**config.mk**
```make
export PLATFORM = sky130hd
export DESIGN_NAME = serial_io_buffer
export DESIGN_NICKNAME = d
export VERILOG_FILES = /design/src/rtl/serial_io_buffer.sv
export SDC_FILE = /design/constraint.sdc
export NUM_CORES = 1
export LEC_CHECK = 0
export CORE_MARGIN = 2
export CORE_UTILIZATION = 30
export DETAILED_ROUTE_END_ITERATION = 8
export GPL_TIMING_DRIVEN = 0
export HOLD_SLACK_MARGIN = 0.06
export SYNTH_ARGS = -nofsm -noshare
export SYNTH_HDL_FRONTEND = slang
export SYNTH_SLANG_ARGS = --single-unit
export TNS_END_PERCENT = 30
```
**constraint.sdc**
```tcl
create_clock -name clock -period 5.9 [get_ports clock]
set_input_delay 0.59 -clock clock [delete_from_list [all_inputs] [get_ports clock]]
set_output_delay 0.59 -clock clock [all_outputs]
set_load 0.05 [all_outputs]
```
**src/rtl/serial_io_buffer.sv**
```systemverilog
// rtl/serial_io_buffer.sv - byte FIFOs between processor serial port and host side
module sib_fifo #(
  parameter int DEPTH  = 16,
  parameter int ADDR_W = 4
) (
  input  logic              clk,
  input  logic              rst_n,
  input  logic              push_i,
  input  logic [7:0]        wdata_i,
  input  logic              pop_i,
  output logic              ready_o,
  output logic              valid_o,
  output logic [7:0]        rdata_o,
  output logic [ADDR_W:0]   count_o
);
  localparam logic [ADDR_W:0]   FULL_CNT = (ADDR_W+1)'(DEPTH);
  localparam logic [ADDR_W:0]   CNT_ONE  = (ADDR_W+1)'(1);
  localparam logic [ADDR_W-1:0] PTR_ONE  = ADDR_W'(1);

  logic [7:0]        mem_q [DEPTH];
  logic [ADDR_W-1:0] wr_ptr_q, wr_ptr_d, rd_ptr_q, rd_ptr_d, rd_nxt;
  logic [ADDR_W:0]   count_q, count_d;
  logic [7:0]        head_q, head_d;
  logic              push_ok, pop_ok;

  assign ready_o = (count_q != FULL_CNT);
  assign valid_o = (count_q != '0);
  assign rdata_o = head_q;
  assign count_o = count_q;

  always_comb begin
    push_ok  = push_i & ready_o;
    pop_ok   = pop_i & valid_o;
    rd_nxt   = rd_ptr_q + PTR_ONE;
    wr_ptr_d = push_ok ? wr_ptr_q + PTR_ONE : wr_ptr_q;
    rd_ptr_d = pop_ok ? rd_nxt : rd_ptr_q;
    count_d  = count_q;
    if (push_ok && !pop_ok) count_d = count_q + CNT_ONE;
    if (pop_ok && !push_ok) count_d = count_q - CNT_ONE;
    // Head register: next entry comes from memory, or straight from the push
    // when the FIFO is (or becomes) holding only the new byte.
    head_d = head_q;
    if (push_ok && count_q == '0) begin
      head_d = wdata_i;
    end else if (pop_ok) begin
      if (count_q == CNT_ONE) begin
        if (push_ok) head_d = wdata_i;
      end else begin
        head_d = mem_q[rd_nxt];
      end
    end
  end

  always_ff @(posedge clk) begin
    if (push_ok) mem_q[wr_ptr_q] <= wdata_i;
  end

  always_ff @(posedge clk or negedge rst_n) begin
    if (!rst_n) begin
      wr_ptr_q <= '0;
      rd_ptr_q <= '0;
      count_q  <= '0;
      head_q   <= '0;
    end else begin
      wr_ptr_q <= wr_ptr_d;
      rd_ptr_q <= rd_ptr_d;
      count_q  <= count_d;
      head_q   <= head_d;
    end
  end
endmodule

module serial_io_buffer #(
  parameter int DEPTH  = 16,
  parameter int ADDR_W = 4
) (
  input  logic              clock,
  input  logic              reset,
  output logic [7:0]        proc_rd_data,
  output logic              proc_rd_valid,
  input  logic              proc_rden,
  input  logic [7:0]        proc_wr_data,
  input  logic              proc_wren,
  output logic              proc_wr_ready,
  input  logic [7:0]        host_rx_data,
  input  logic              host_rx_valid,
  output logic              host_rx_ready,
  output logic [7:0]        host_tx_data,
  output logic              host_tx_valid,
  input  logic              host_tx_ready,
  output logic [ADDR_W:0]   rx_count,
  output logic [ADDR_W:0]   tx_count,
  output logic              rd_underflow,
  output logic              wr_overflow,
  input  logic              clear_flags
);
  logic rd_underflow_q, rd_underflow_d, wr_overflow_q, wr_overflow_d;

  sib_fifo #(.DEPTH(DEPTH), .ADDR_W(ADDR_W)) u_rx (
    .clk(clock), .rst_n(reset),
    .push_i(host_rx_valid), .wdata_i(host_rx_data), .pop_i(proc_rden),
    .ready_o(host_rx_ready), .valid_o(proc_rd_valid), .rdata_o(proc_rd_data),
    .count_o(rx_count)
  );

  sib_fifo #(.DEPTH(DEPTH), .ADDR_W(ADDR_W)) u_tx (
    .clk(clock), .rst_n(reset),
    .push_i(proc_wren), .wdata_i(proc_wr_data), .pop_i(host_tx_ready),
    .ready_o(proc_wr_ready), .valid_o(host_tx_valid), .rdata_o(host_tx_data),
    .count_o(tx_count)
  );

  // A new error in the same cycle as clear_flags leaves the flag set.
  always_comb begin
    rd_underflow_d = clear_flags ? 1'b0 : rd_underflow_q;
    wr_overflow_d  = clear_flags ? 1'b0 : wr_overflow_q;
    if (proc_rden && !proc_rd_valid) rd_underflow_d = 1'b1;
    if (proc_wren && !proc_wr_ready) wr_overflow_d  = 1'b1;
  end

  always_ff @(posedge clock or negedge reset) begin
    if (!reset) begin
      rd_underflow_q <= 1'b0;
      wr_overflow_q  <= 1'b0;
    end else begin
      rd_underflow_q <= rd_underflow_d;
      wr_overflow_q  <= wr_overflow_d;
    end
  end

  assign rd_underflow = rd_underflow_q;
  assign wr_overflow  = wr_overflow_q;
endmodule

```
# --- Yosys cells after proc, flatten, opt, wreduce, memory -nomap -nowiden ---
# Memories as Yosys holds them, arrays and structs flattened.
# Cells that the tools add are included.
classes:
  bitwise_logic: 4
  div_mod_pow: 0
  add_sub_neg: 8
  n_reduce_logical: 26
  multipliers: 0
  n_eq_ne: 6
  muxes: 19
  order_cmp: 0
  n_shift: 0
ops:
  columns: ["op", "n"]
  rows:
  - ["two-way mux 8 bit", 8]
  - ["two-way mux 5 bit", 4]
  - ["adder 4 x 1 -> 4 bit (second input constant)", 4]
  - ["nonzero test 2 bit", 6]
  - ["adder 5 x 1 -> 5 bit (second input constant)", 2]
  - ["== test 5 x 1 -> 1 bit (second input constant)", 2]
  - ["logical NOT 5 bit", 2]
  - ["inequality test 5 bit (second input constant)", 2]
  - ["nonzero test 5 bit", 2]
  - ["subtractor 5 x 1 -> 5 bit (second input constant)", 2]
  - ["logical AND 1 bit", 8]
  - ["two-way mux 1 bit", 7]
  - ["logical NOT 1 bit", 6]
  - ["inequality test 3 x 1 -> 1 bit (second input constant)", 2]
  - ["bitwise AND 1 bit", 4]
  - ["AND reduction 2 bit", 2]
word_totals:
  mem_bits_rw: 256
  n_memories: 2
  romBits: 0
  regBits: 44
  in_bits: 23
  out_inout_bits: 32
  latch_bits: 0
  wordCells: 75
mem_list:
  columns: ["memory", "depth", "width", "read_ports", "rd_clocked_by_memory_dff", "write_ports", "line", "source"]
  rows:
  - ["u_rx.mem_q", 16, 8, 1, 0, 1, "20", "logic [7:0] mem_q [DEPTH];"]
  - ["u_tx.mem_q", 16, 8, 1, 0, 1, "20", null]

# --- Longest topological paths before layout ---
# Gate-level depths: netlist of run 1.
depth:
  depth_word: 6
  mapped_depth: 10
  ltp_nobuf: 9

# --- Modules after synthesis ---
# From an unflattened synthesis of run 1, not the netlist that was laid out.
hier_totals:
  hier_cells: 735
  hier_area_um2: 12695.9
modules_own_cells:
  columns: ["mod", "n_inst", "area_each_um2", "seq_area_each_um2", "cells_per_inst"]
  rows:
  - ["sib_fifo (u_tx)", 1, 6308.6, 4369.2, 363]
  - ["sib_fifo (u_rx)", 1, 6303.5, 4369.2, 364]
  - ["serial_io_buffer", 1, 83.8, 50.0, 8]

# --- Least setup slack after synthesis of run 1 ---
# No wires, ideal clock.
synth_path:
  path_type: "register -> register"
  startpoint: "reg u_tx.count_q[0], in the netlist u_tx.count_o[0]"
  endpoint: "reg u_tx.count_q[3], in the netlist u_tx.count_o[3]"
  n_path_buf: 1
  arrival_ns: 3.053
  setup_time_ns: 0.083
  required_ns: 5.817
  stages_incl_launch_ff: 10
  setup_slack_ns: 2.764
  period_less_slack_ns: 3.136
  path_cell_list: "dfrtp_1 -> inv_1 -> ha_1 -> nand2_1 -> and2_1 -> clkbuf_1 -> ha_1 -> or4b_2 -> a21oi_1 -> xor2_1"
synth_between:
  elab_chain_len: 5
  elab_cells_between_ends: 13
  classes_between: "add/sub (2); eq/ne (1); mux (2); bitwise (2); reduce/logical (6)"
synth_lines:
  columns: ["element", "line", "source"]
  rows:
  - ["start: declaration", "22", "logic [ADDR_W:0] count_q, count_d;"]
  - ["start signal: assignment", "67", "count_q <= count_d;"]
  - ["nonzero test 5 bit (*)", "27", "assign valid_o = (count_q != '0);"]
  - ["net host_tx_valid", "89", "output logic host_tx_valid,"]
  - ["bitwise AND 1 bit (*)", "33", "pop_ok = pop_i & valid_o;"]
  - ["net u_tx.pop_ok", "24", "logic push_ok, pop_ok;"]
  - ["logical NOT 1 bit", "38", "if (push_ok && !pop_ok) count_d = count_q + CNT_ONE;"]
  - ["logical AND 1 bit", "38", null]
  - ["nonzero test 2 bit (no source line)", null, null]
# Mark *: on every way through the listed nets, which the timed path passes. The rest lies on a longest branch. The select of a mux whose other input is x is not followed.
# A chain may end at the register's enable or synchronous reset.

# --- Final worst setup path of run 1 ---
layout_path:
  startpoint: "reg u_rx.count_q[0], in the netlist u_rx.count_o[0]"
  endpoint: "out host_rx_ready"
layout_between:
  elab_chain_len: 1
layout_lines:
  columns: ["element", "line", "source"]
  rows:
  - ["start: declaration", "22", null]
  - ["start signal: assignment", "67", null]
  - ["inequality test 5 bit", "26", "assign ready_o = (count_q != FULL_CNT);"]
  - ["end: declaration", "87", "output logic host_rx_ready,"]
# No other way between the ends.

==> results.md, run 1 <==
- Synthesized area per cell: about 18 um2
- Worst slack at placement: 2.76 ns
- Total power: 7.98 mW
- Final WS setup: around 2.9 ns
- Final core occ: 35.7%
- Synthesized instance count: 731
- Asr flop ratio synth: 14.7%
- Area growth syn-to-layout: 17.4%
- Num ports: 55
- Post-Syn Area: 12800 um2
- Port Buffer Count: 54
- Root buffer cell: clkbuf_16
- Area of the die: between 40000 and 50000 um2
- GP Congestion: just over 0.8
- H-tree levels: 1
- Die W: 211 um
- Crit share post-route: between 50% and 60%
- ANT cells: 0
- CP Data Arrival Time: 2.43 ns
- Number of flops mapped to enable cells by yosys: around 260
- DRC: 0
- Psw: 2.94 mW
- Global Route Usage Sum: 12.5%
- Reg clk slew, reported paths: roughly 0.060 ns
- HPWL Detailed: roughly 18000 um
- Commonest register cell after synthesis: edfxtp_1
- Largest net degree at the start of global routing: 36
- Clock sink total: 300
- Global-route wire length before repair: 42000 um
- Die Height: around 210 um
- Fillers: 3979
- DRT Wirelength: 27600 um
- YS warnings: 0
- Netlist cell types: 59
- Endpoint class of the critical path: output pin
- Fmax: about 330 MHz
- Row cnt: 75
- Max IR drop VDD: ~0.32 mV
- Final non-filler cell total: between 1000 and 1500
- CTS tree: done
- Final ANT Viol Nets: 0
- Most frequent cells in the layout: edfxtp_1, clkdlybuf4s50_1, inv_1
- Share of layout cells above drive strength 1: about 18%
- Leading area contributor after synthesis: edfxtp_1
- Clock power share: between 20% and 30%
- RSZ-0062 raised after global routing: false
- Seq/Total Area, Yosys: 68.6%
- Setup bufs post-CTS: 0
- Pwr dens: between 500 and 600 nW/um2
- NumNets Final: between 800 and 900
- Max Buffers Root-to-Sink: 3
- Sequential Power Share: 35.5%
- CP Launch Type: flip-flop
- Setup CP Type: reg2out
- Antenna violations before repair: 0
- Number of global-route vias before repair: ~6900
- Final setup fails: 0
- Core outline area: approximately 42000 um2
- Routed vias/inst: around 4.8
- Logic pwr share: 41.9%
- TNS Setup: 0 ns
- Worst EP required: 5.31 ns
- Synth top area share: between 60% and 70%
- Largest cells by area after synthesis: edfxtp_1, dfrtp_1, mux4_2, mux4_1, ha_1
- Cell count after placement: 1329
- Clk Latency, worst-skew pair: around 0.57 ns
- First drt pass iteration count: 5
- Starting DRT DRC Count: 540
- Slew @ Worst Pin: 1.30 ns
- Switch share: 36.8%
- Hold Path Class: in2async
- Leak: slightly above 5 nW
- CP max FO: 6
- Final global-route overflow total: 0
- Max_slew headroom: between 10% and 20%
- Vias post-DR: 6637
- Finished Cell Area: roughly 15000 um2
- Initial Util: a little under a third
- Minimum clock period: around 3 ns
- Routed len/inst: ~20 um
- Net Count, Synth: a little under 800
- Worst hold slack: about 0.45 ns
- Clk_skew: around 0.019 ns
- Status: completed
- Fin. max-slew vios: 0
- Seq cells post-synth: 300
- DP Area: roughly 14000 um2
- Num CTS Buffers: 31
- Max-cap viol count: 0
- Pint: between 5 and 6 mW
- Final hold violations: 0
- Leading cell type in the layout, fill and taps excluded: edfxtp_1
-- worst max-delay path, stage by stage, from the launching register on --
cell and delay (ns):
dfrtp_1 0.47, inv_1 0.12, ha_1 0.27, nand3_1 0.16, clkdlybuf4s50_1 0.83
-- Yosys cell counts (all sizes together) (2+ instances only) --
cell type / n
nand3: 6
a21oi: 8
a31oi: 3
a21boi: 34
nor2b: 3
edfxtp: 256
o22ai: 18
nand3b: 4
mux4: 64
dfrtp: 44
buf: 27
and2: 7
mux2: 2
nand4b: 4
inv: 50
a21bo: 2
nand4: 4
nor4: 20
clkbuf: 6
nor3b: 2
xor2: 8
xnor2: 14
mux2i: 2
nor3: 12
o21ai: 8
ha: 20
and3b: 2
nor2: 41
nand2b: 4
o31ai: 16
nand2: 32
-- final timing paths --
path | start | end | slack, ns | cells past startpoint
worst min-delay path | reset | u_tx.rdata_o[7]$_DFFE_PN0P_ | 0.45 | 2
max in group asynchronous | reset | u_tx.wr_ptr_q[0]$_DFFE_PN0P_ | 4.94 | 3
worst max register to register | u_rx.count_o[0]$_DFFE_PN0P_ | u_rx.mem_q[3][1]$_DFFE_PP_ | 2.91 | 7
worst max-delay path | u_rx.count_o[0]$_DFFE_PN0P_ | host_rx_ready | 2.88 | 4
worst min register to register | u_tx.rdata_o[7]$_DFFE_PN0P_ | u_tx.rdata_o[7]$_DFFE_PN0P_ | 0.49 | 2
min in group clock | u_tx.rdata_o[7]$_DFFE_PN0P_ | u_tx.rdata_o[7]$_DFFE_PN0P_ | 0.49 | 2
-- final cells by class --
cell class | instances | area (um2) | share of cell area (%)
Sequential cell | 300 | 8790 | 58.5
Multi-Input combinational cell | 348 | 3620 | 24.1
Clock buffer | 38 | 802 | 5.34
Tap cell | 539 | 674 | 4.49
Timing Repair Buffer | 60 | 596 | 3.96
Buffer | 33 | 234 | 1.56
Inverter | 50 | 188 | 1.25
Clock inverter | 18 | 121 | 0.808
-- state kept, by name, indices dropped and copies added, names as in the netlist --
name / flops
u_rx.wr_ptr_q: 4
u_tx.count_o: 5
u_tx.rdata_o: 8
u_rx.mem_q: 128
u_tx.wr_ptr_q: 4
wr_overflow: 1
u_tx.mem_q: 128
u_rx.count_o: 5
u_rx.rdata_o: 8
u_rx.rd_ptr_q: 4
rd_underflow: 1
u_tx.rd_ptr_q: 4
-- cell families after synthesis --
group,count (synthesis),share of synthesized area [%]
buf+inv,83,3.29
xor+xnor,22,1.51
simple gates,144,6.47
mux,68,12.2
compound gates,94,5.95
flops,300,68.6
fa+ha+maj,20,1.95
-- routing by layer --
layer / global-route usage, % / share of wire (%)
met1: 17.1 / 45
met2: 20.8 / 48
met3: 2.37 / 5.0
met4: 2.87 / 1.9
met5: 0 / 0
-- power by group through the flow --
stage,registers [mW],logic (mW),clock network [mW]
2_1_floorplan,3.14,2.11,0
5_1_grt,2.87,3.62,1.92
3_3_place_gp,2.86,3.33,0
4_1_cts,2.83,3.40,1.85
3_5_place_dp,2.88,3.39,0
6_report,2.83,3.35,1.80
-- repair_timing --
| action | in CTS | in global routing |
|---|---|---|
| endpoints found under the hold margin | 9 | 0 |
| hold buffers | 1 | 0 |
| resized for setup | 0 | 0 |
Power figures use the tool's default switching activity.
==> run 2, diff against run 1 <==
==> constraint.sdc (replaced) <==
create_clock -name clock -period 2.8 [get_ports clock]
set_input_delay 0.28 -clock clock [delete_from_list [all_inputs] [get_ports clock]]
set_output_delay 0.28 -clock clock [all_outputs]
set_load 0.05 [all_outputs]
==> run 2 against run 1 <==
Against the previous run:
- via count increased by 0.18%
- worst hold slack got worse by 0.32 ns
- critical path depth unchanged
- clock power increased by 130%
- register-to-register slack got worse by 2.8 ns
- wire length increased by 2.0%
- critical endpoint unchanged
- largest power group unchanged
- highest routed layer unchanged
==> results.md, run 2 (synthesis gave the netlist of run 1 again) <==
- Sequential Power Share: 34.4% (-1.1 points)
- Slowest stage delay, CP: 0.82 ns (about the same)
- CP max FO: 6 (unchanged)
- Clk Latency, worst-skew pair: 0.57 ns (about the same)
- TNS Setup: 0 ns (unchanged)
- Reg clk slew, reported paths: 0.06 ns (about the same)
- Area of the die: 44300 um2 (unchanged)
- Fmax: ~370 MHz
- Cell count after placement: 1329 (unchanged)
- Slew @ Worst Pin: 1.30 ns (+0.00185 ns)
- Setup bufs post-CTS: 0 (unchanged)
- Number of global-route vias before repair: 6841 (-0.16%)
- WP buf/inv: 2 (unchanged)
- H-tree levels: 1 (unchanged)
- Fin. max-slew vios: 0 (unchanged)
- Switch share: 36.5% (-0.31 points)
- Clock sink total: 300 (unchanged)
- Die Height: 211 um (unchanged)
- Psw: 6.32 mW (+120%)
- Final setup fails: 0 (unchanged)
- Logic pwr share: 41.4% (-0.5 points)
- Leak: 5.18 nW (+1.2%)
- Final hold violations: 0 (unchanged)
- Routed len/inst: 20.3 um (+2.0%)
- Global-route wire length before repair: 42800 um (+1.9%)
- Routed vias/inst: 4.80 (+0.18%)
- Pwr dens: 1140 nW/um2 (+110%)
- Row cnt: 75 (unchanged)
- Area growth syn-to-layout: 18.6%
- Clk_skew: 0.0179 ns (-0.000608 ns)
- CP Launch Type: flip-flop
- Final non-filler cell total: 1386 (unchanged)
- Clock power share: 24.2% (+1.6 points)
- ANT cells: 0 (unchanged)
- Antenna violations before repair: 0 (unchanged)
- CTS tree: done
- Initial Util: 30.5% (unchanged)
- Max Buffers Root-to-Sink: 3 (unchanged)
- Crit share post-route: a little over nine tenths
- Num ports: 55 (unchanged)
- Largest net degree at the start of global routing: 36 (unchanged)
- Setup slack, reg-to-reg: 0.12 ns (-2.79 ns)
- Minimum clock period: approximately 2.7 ns
- CP Data Arrival Time: 2.43 ns (about the same)
- Share of layout cells above drive strength 1: 20.7% (+2.7 points)
- Die W: 211 um (unchanged)
- Path depth of the worst reg2reg path: 7 (unchanged)
- DRT Wirelength: 28100 um (+2.0%)
- GP Congestion: 0.841 (+3.9%)
- RSZ-0062 raised after global routing: true
- Global Route Usage Sum: 12.9% (+0.33 points)
- First drt pass iteration count: 4 (-1)
- Hold Path Class: in2async
- Pint: 11.0 mW (+120%)
- Total power: 17.3 mW (+120%)
- Leading cell type in the layout, fill and taps excluded: edfxtp_1
- Crit Reg-Reg Endpoint: u_rx.mem_q[2][2]$_DFFE_PP_
- Fillers: 3938 (-1.0%)
- Cell chain of the critical path: inv_1 -> ha_1 -> nand3_1 -> clkdlybuf4s50_1
- Most frequent cells in the layout: edfxtp_1, clkdlybuf4s50_1, inv_1
- Status: completed
- Root buffer cell: clkbuf_16
- Worst EP required: 2.52 ns (-2.79 ns)
- Biggest regs: u_rx.mem_q (128), u_tx.mem_q (128)
- Final core occ: 36.1% (+0.38 points)
- Final global-route overflow total: 0 (unchanged)
- Crit Reg-Reg Startpoint: u_rx.count_o[0]$_DFFE_PN0P_
- HPWL Detailed: 18600 um (+1.5%)
- Register area: 8790 um2 (about the same)
- Max-cap viol count: 0 (unchanged)
- Core outline area: 42000 um2 (unchanged)
- Max_slew headroom: 12.6% (-0.12 points)
- Port Buffer Count: 54 (unchanged)
- Final ANT Viol Nets: 0 (unchanged)
- DRC: 0 (unchanged)
- Delay-heaviest family, CP: buffers and inverters
- Num CTS Buffers: 30 (-3.2%)
- Area of the multi-input gates: 3680 um2 (+1.5%)
- Starting DRT DRC Count: 472 (-13%)
- Slowest cell on crit path: clkdlybuf4s50_1
- Vias post-DR: 6649 (+0.18%)
- NumNets Final: 866 (-0.12%)
- Setup CP Type: reg2out
- Max IR drop VDD: 0.659 mV (+110%)
- Endpoint class of the critical path: output pin
-- run 2: stage by stage --
| stage | area, um2 | hold WS, ns | setup slack (ns) |
|---|---|---|---|
| 2_1_floorplan | 12800 | -0.0156 | -0.210 |
| 3_3_place_gp | 14000 | 0.468 | -0.401 |
| 3_5_place_dp | 14100 | 0.210 | -0.297 |
| 4_1_cts | 15100 | 0.146 | 0.00192 |
| 5_1_grt | 15200 | 0.160 | -0.0715 |
| 6_report | 15200 | 0.136 | 0.0886 |
-- run 2: worst max path at each step --
stage / from / end / slack [ns] / depth (start not counted)
final: u_rx.count_o[0]$_DFFE_PN0P_ / host_rx_ready / 0.09 / 4
after global routing: u_tx.count_o[1]$_DFFE_PN0P_ / u_tx.mem_q[6][7]$_DFFE_PP_ / -0.07 / 5
after CTS: u_rx.count_o[0]$_DFFE_PN0P_ / u_rx.mem_q[8][5]$_DFFE_PP_ / 0.002 / 7
after detailed placement: u_rx.count_o[0]$_DFFE_PN0P_ / u_rx.mem_q[2][5]$_DFFE_PP_ / -0.30 / 7
after global placement: proc_wren / u_tx.mem_q[3][3]$_DFFE_PP_ / -0.40 / 5
after floorplan: u_rx.count_o[0]$_DFFE_PN0P_ / u_rx.mem_q[0][0]$_DFFE_PP_ / -0.21 / 7
-- run 2: area by class of cell --
cell class / count / share of cell area (%)
sequential: 300 / 57.9
multi-input combinational: 348 / 24.2
clock buffer: 35 / 5.21
tap: 539 / 4.44
timing repair buffer: 60 / 3.91
clock inverter: 21 / 1.57
buffer: 33 / 1.54
inverter: 50 / 1.24
-- run 2: what timing repair did --
item	in CTS	in global routing
resized for setup	4	12
setup endpoints to repair	25	105
hold endpoints to repair	44	0
hold buffers	1	0
pin swaps	0	0
-- run 2: worst reg2reg max path, delay by kind of cell (launching register included) --
family / cells / cell delay (ns)
fa+ha+maj: 1 / 0.29
buf+inv: 2 / 0.33
simple gates: 4 / 1.22
flops: 1 / 0.47
-- run 2: power groups by stage --
stage	registers (mW)	clock network [mW]	logic, mW
floorplan	6.62	0	4.44
global placement	6.05	0	7.08
detailed placement	6.07	0	7.18
CTS	5.98	4.28	7.21
global route	6.05	4.45	7.71
finish	5.97	4.19	7.17
-- run 2: routing by layer --
layer  vias up  wire, um  global-route usage (%)
li1       3047         -                       -
met1      3408     12900                    18.0
met2       149     13400                    20.8
met3        45      1170                    2.32
met4         0       639                    3.25
met5         -         0                       0
